===== config.mk =====
export PLATFORM = sky130hd
export DESIGN_NAME = req_latch
export DESIGN_NICKNAME = d
export VERILOG_FILES = /design/src/rtl/req_latch.sv
export SDC_FILE = /design/constraint.sdc
export NUM_CORES = 1
export LEC_CHECK = 0
export CAP_MARGIN = 5
export CORE_MARGIN = 2
export CORE_UTILIZATION = 51
export DETAILED_ROUTE_END_ITERATION = 10
export MAX_ROUTING_LAYER = met4
export PLACE_DENSITY = 0.85
export SLEW_MARGIN = 15
export SYNTH_ARGS = -nofsm -noshare
export SYNTH_HDL_FRONTEND = slang
export SYNTH_SLANG_ARGS = --single-unit

===== constraint.sdc =====
create_clock -name clk -period 1.5 [get_ports clk]
set_input_delay 0.15 -clock clk [delete_from_list [all_inputs] [get_ports clk]]
set_output_delay 0.15 -clock clk [all_outputs]
set_load 0.005 [all_outputs]

===== src/rtl/req_latch.sv =====
// Latches asynchronous request lines into a pending vector for a priority encoder.
// Each line has a 2-flop synchronizer, rising-edge detect, sticky overflow and post-ack blanking.
module req_latch #(
    parameter int HOLDOFF = 4
) (
    input  logic       clk,
    input  logic       rst_n,
    input  logic [3:0] req_in,
    input  logic [3:0] mask,
    input  logic       ack,
    input  logic [1:0] ack_id,
    output logic [3:0] pend,
    output logic       irq,
    output logic [3:0] overflow
);

    localparam logic [3:0] HOLD_LD = 4'(HOLDOFF);

    logic [3:0] r_sync1;
    logic [3:0] r_sync2;
    logic [3:0] r_prev;
    logic [3:0] r_pend;
    logic [3:0] r_ovf;
    logic       r_irq;
    logic [3:0] r_hold [4];

    logic [3:0] w_event;
    logic [3:0] w_evt_ok;
    logic [3:0] w_ack_ok;
    logic [3:0] w_pend_nxt;
    logic [3:0] w_ovf_nxt;
    logic [3:0] w_hold_nxt [4];

    assign w_event = r_sync2 & ~r_prev;

    always_comb begin
        w_evt_ok   = '0;
        w_ack_ok   = '0;
        w_pend_nxt = r_pend;
        w_ovf_nxt  = r_ovf;
        for (int i = 0; i < 4; i++) begin
            w_hold_nxt[i] = (r_hold[i] != 4'd0) ? r_hold[i] - 4'd1 : 4'd0;
            w_evt_ok[i]   = w_event[i] & ~mask[i] & (r_hold[i] == 4'd0);
            w_ack_ok[i]   = ack & (ack_id == 2'(i)) & r_pend[i];
            // A coincident new event replaces the acknowledged one, so no blanking.
            if (w_evt_ok[i] && w_ack_ok[i]) begin
                w_pend_nxt[i] = 1'b1;
                w_ovf_nxt[i]  = 1'b0;
            end else if (w_ack_ok[i]) begin
                w_pend_nxt[i] = 1'b0;
                w_ovf_nxt[i]  = 1'b0;
                w_hold_nxt[i] = HOLD_LD;
            end else if (w_evt_ok[i]) begin
                if (r_pend[i]) begin
                    w_ovf_nxt[i] = 1'b1;
                end
                w_pend_nxt[i] = 1'b1;
            end
        end
    end

    always_ff @(posedge clk) begin
        if (!rst_n) begin
            r_sync1 <= '0;
            r_sync2 <= '0;
            r_prev  <= '0;
            r_pend  <= '0;
            r_ovf   <= '0;
            r_irq   <= 1'b0;
            for (int i = 0; i < 4; i++) begin
                r_hold[i] <= '0;
            end
        end else begin
            r_sync1 <= req_in;
            r_sync2 <= r_sync1;
            r_prev  <= r_sync2;
            r_pend  <= w_pend_nxt;
            r_ovf   <= w_ovf_nxt;
            // irq tracks the registered pend value without an extra cycle.
            r_irq   <= |w_pend_nxt;
            for (int i = 0; i < 4; i++) begin
                r_hold[i] <= w_hold_nxt[i];
            end
        end
    end

    assign pend     = r_pend;
    assign overflow = r_ovf;
    assign irq      = r_irq;

endmodule


==> impl_metrics.json <==
{
  "status": "finished, final reports clean",
  "grt_use_total_pct": 20.4,
  "antenna_cells": 0,
  "synth_warnings": 0,
  "clkPwrFrac_pct": 31.4,
  "tns_ps": 0,
  "avgSynthCellArea_um2": 9.59,
  "end_kind": "output pin",
  "cts_hold_buf": 0,
  "seq_area_um2": 741,
  "gp_congestion": 0.809,
  "numPortBuffers": 21,
  "ios": 22,
  "drv_slew": 0,
  "crit_buf_inv": 1,
  "irDropWorstVdd_mv": 0.981,
  "async_flop_share_pct": 0,
  "cts-root-buf": "clkbuf_4",
  "worstSetupPathType": "register to output pin",
  "fp.dieArea_um2": 3120,
  "drt_iter0_drc": 27,
  "min_to": "r_sync1[2]$_SDFF_PN0_",
  "power_frac_seq_pct": 61.1,
  "rr_worst_depth": 4,
  "vias": 1126,
  "p_sw_share_pct": 22.0,
  "synth_edf_count": 0,
  "p_per_area_nw_per_um2": 976,
  "hold_path.class": "primary input to register",
  "fin_skew_ps": 7.79,
  "cts_tree": "built",
  "grt_max_degree": 20,
  "drive_above_1_share_pct": 12.6,
  "fp-row-count": 18,
  "holdCritStartpoint": "req_in[2]",
  "drt-pass1-iter-count": 4,
  "synthesis.area_um2": 1370,
  "setup_viol": 0,
  "fp.coreArea_um2": 2520,
  "dpl.hpwl_um": 1980,
  "drt-total-wl_um": 2680,
  "die_x_um": 55.9,
  "final-hold-violation-count": 0,
  "power_frac_comb_pct": 7.5,
  "syn_inst": 143,
  "rr_startpoint": "r_hold[3][1]$_SDFF_PN0_",
  "hold_depth": 2,
  "p_sw_uw": 365,
  "path_cells": "clkdlybuf4s50_1",
  "synth-seq-area-share_pct": 54.0,
  "ant_nets": 0,
  "cts_htree_levels": 2,
  "grt_pass1_vias": 1151,
  "period_needed_ps": 1420,
  "slowest_delay_ps": 530,
  "crit_required_ps": 1350,
  "clkTransAtPathRegs_ps": 90,
  "nFillCells": 209,
  "cts_resized": 0,
  "synthToLayoutAreaGrowth_pct": 24.1,
  "grt_setup_unrepaired": "false",
  "via_per_inst": 5.49,
  "fmax_mhz": 705,
  "start_util_pct": 54.4,
  "multiInputGateArea_um2": 609,
  "relSlewSlack_pct": 73.8,
  "cp.arrival_ps": 1270,
  "cts_made_buffers": 5,
  "ff2ff_setup_slack_ps": 110,
  "drc": 0,
  "worst_pin_slew_ps": 389,
  "wl_per_cell_um": 13.1,
  "final_core_util_pct": 67.5,
  "max_cap_violations": 0,
  "grt_pass1_wl_um": 4800,
  "die_height_um": 55.9,
  "cts_sinks": 37,
  "synth-seq-cells": 37,
  "slowest_stage": "clkdlybuf4s50_1",
  "cp_top_family": "buffers and inverters",
  "crit_fanout": 4,
  "clk_latency_ps": 340,
  "r2r-end": "irq$_SDFF_PN0_",
  "p_int_mw": 1.30,
  "grt-ovfl-total": 0,
  "antenna_found_initial": 0,
  "startpoint_type": "register",
  "synth_cell_types": 32,
  "syn_nets": 156,
  "cts_max_path_buffers": 2,
  "fin_nets": 188,
  "synth_top_flop_cell": "dfxtp_1",
  "p_leak_nw": 0.649,
  "fin_crit_sh_pct": 94.5,
  "post_cts_buffers": 0
}
-- routing by layer --
layer | up-vias | track usage (%) | share of wire, %
li1 | 570 | - | -
met1 | 516 | 22.2 | 44
met2 | 28 | 33.0 | 48
met3 | 12 | 5.35 | 4.2
met4 | 0 | 13.3 | 3.9
met5 | - | - | 0
-- cell usage in the layout, fill, tap and decap left out, types with 2 or more instances in the layout --
cell type and instances:
a21o_1 2, nor2_4 2, or4b_4 2, and3_1 2, dfxtp_1 37, a21oi_1 12
a221oi_1 3, nand2_1 11, and2_1 13, clkdlybuf4s50_1 21, buf_4 6, nor3_1 6
nor4_1 2, nor2_1 20, clkbuf_4 5, a211oi_1 2, a21oi_2 2, o21ai_0 7
nand3b_1 3, nand2b_1 2
-- sequential cells by signal (all words and copies together) (netlist names) --
register,count
r_sync1,4
r_sync2,4
irq,1
r_prev,4
r_hold,16
pend,4
overflow,4
-- cells by family (layout without fill, tap and decap cells) --
kind of cell,Yosys count,count (layout),share of synthesized area (%)
AO/OA/AOI/OAI,32,32,15.1
buffers and inverters,3,35,1.55
flip-flops,37,37,54.0
AND/OR/NAND/NOR,71,71,29.4
-- synthesized netlist by cell type (all sizes together), types with 3 or more instances --
cell,number,area [um2]
o21ai,8,40.0
and2,13,81.3
dfxtp,37,741
nand2,11,41.3
nor2,22,97.6
a221oi,3,26.3
a21oi,14,77.6
nand3b,3,22.5
nor3,6,30.0
-- layout make-up --
cell class | instances | share of cell area, %
sequential | 37 | 43.5
multi-input combinational | 103 | 35.8
timing repair buffer | 27 | 15.0
clock buffer | 7 | 3.24
tap | 30 | 2.21
inverter | 1 | 0.221
-- power groups by stage --
stage	sequential [mW]	clock (mW)	combinational (mW)
final	1.01	0.522	0.125
after global placement	1.04	0	0.122
after global routing	1.02	0.585	0.137
after floorplan	1.03	0	0.0579
after detailed placement	1.04	0	0.126
after CTS	1.01	0.538	0.126
-- stage by stage --
stage	power, mW	cell area [um2]	setup WS (ps)	instances	hold WS, ps
floorplan	1.09	1370	214	143	277
finish	1.66	1700	82.2	205	388
detailed placement	1.16	1650	-57.5	198	426
global placement	1.16	1650	-30.9	198	414
CTS	1.68	1700	71.2	205	377
global route	1.74	1700	18.2	205	379
-- how the worst max path moves through the flow --
stage | start | endpoint | slack [ps] | depth (start not counted)
after global placement | mask[0] | irq$_SDFF_PN0_ | -30 | 5
after CTS | pend[2]$_SDFF_PN0_ | pend[2] | 70 | 1
after detailed placement | mask[0] | irq$_SDFF_PN0_ | -60 | 5
after global routing | pend[2]$_SDFF_PN0_ | pend[2] | 20 | 1
final | pend[2]$_SDFF_PN0_ | pend[2] | 80 | 1
after floorplan | r_hold[2][3]$_SDFF_PN0_ | r_hold[2][2]$_SDFF_PN0_ | 210 | 4
Note: power is estimated with default switching activity, not from simulation.
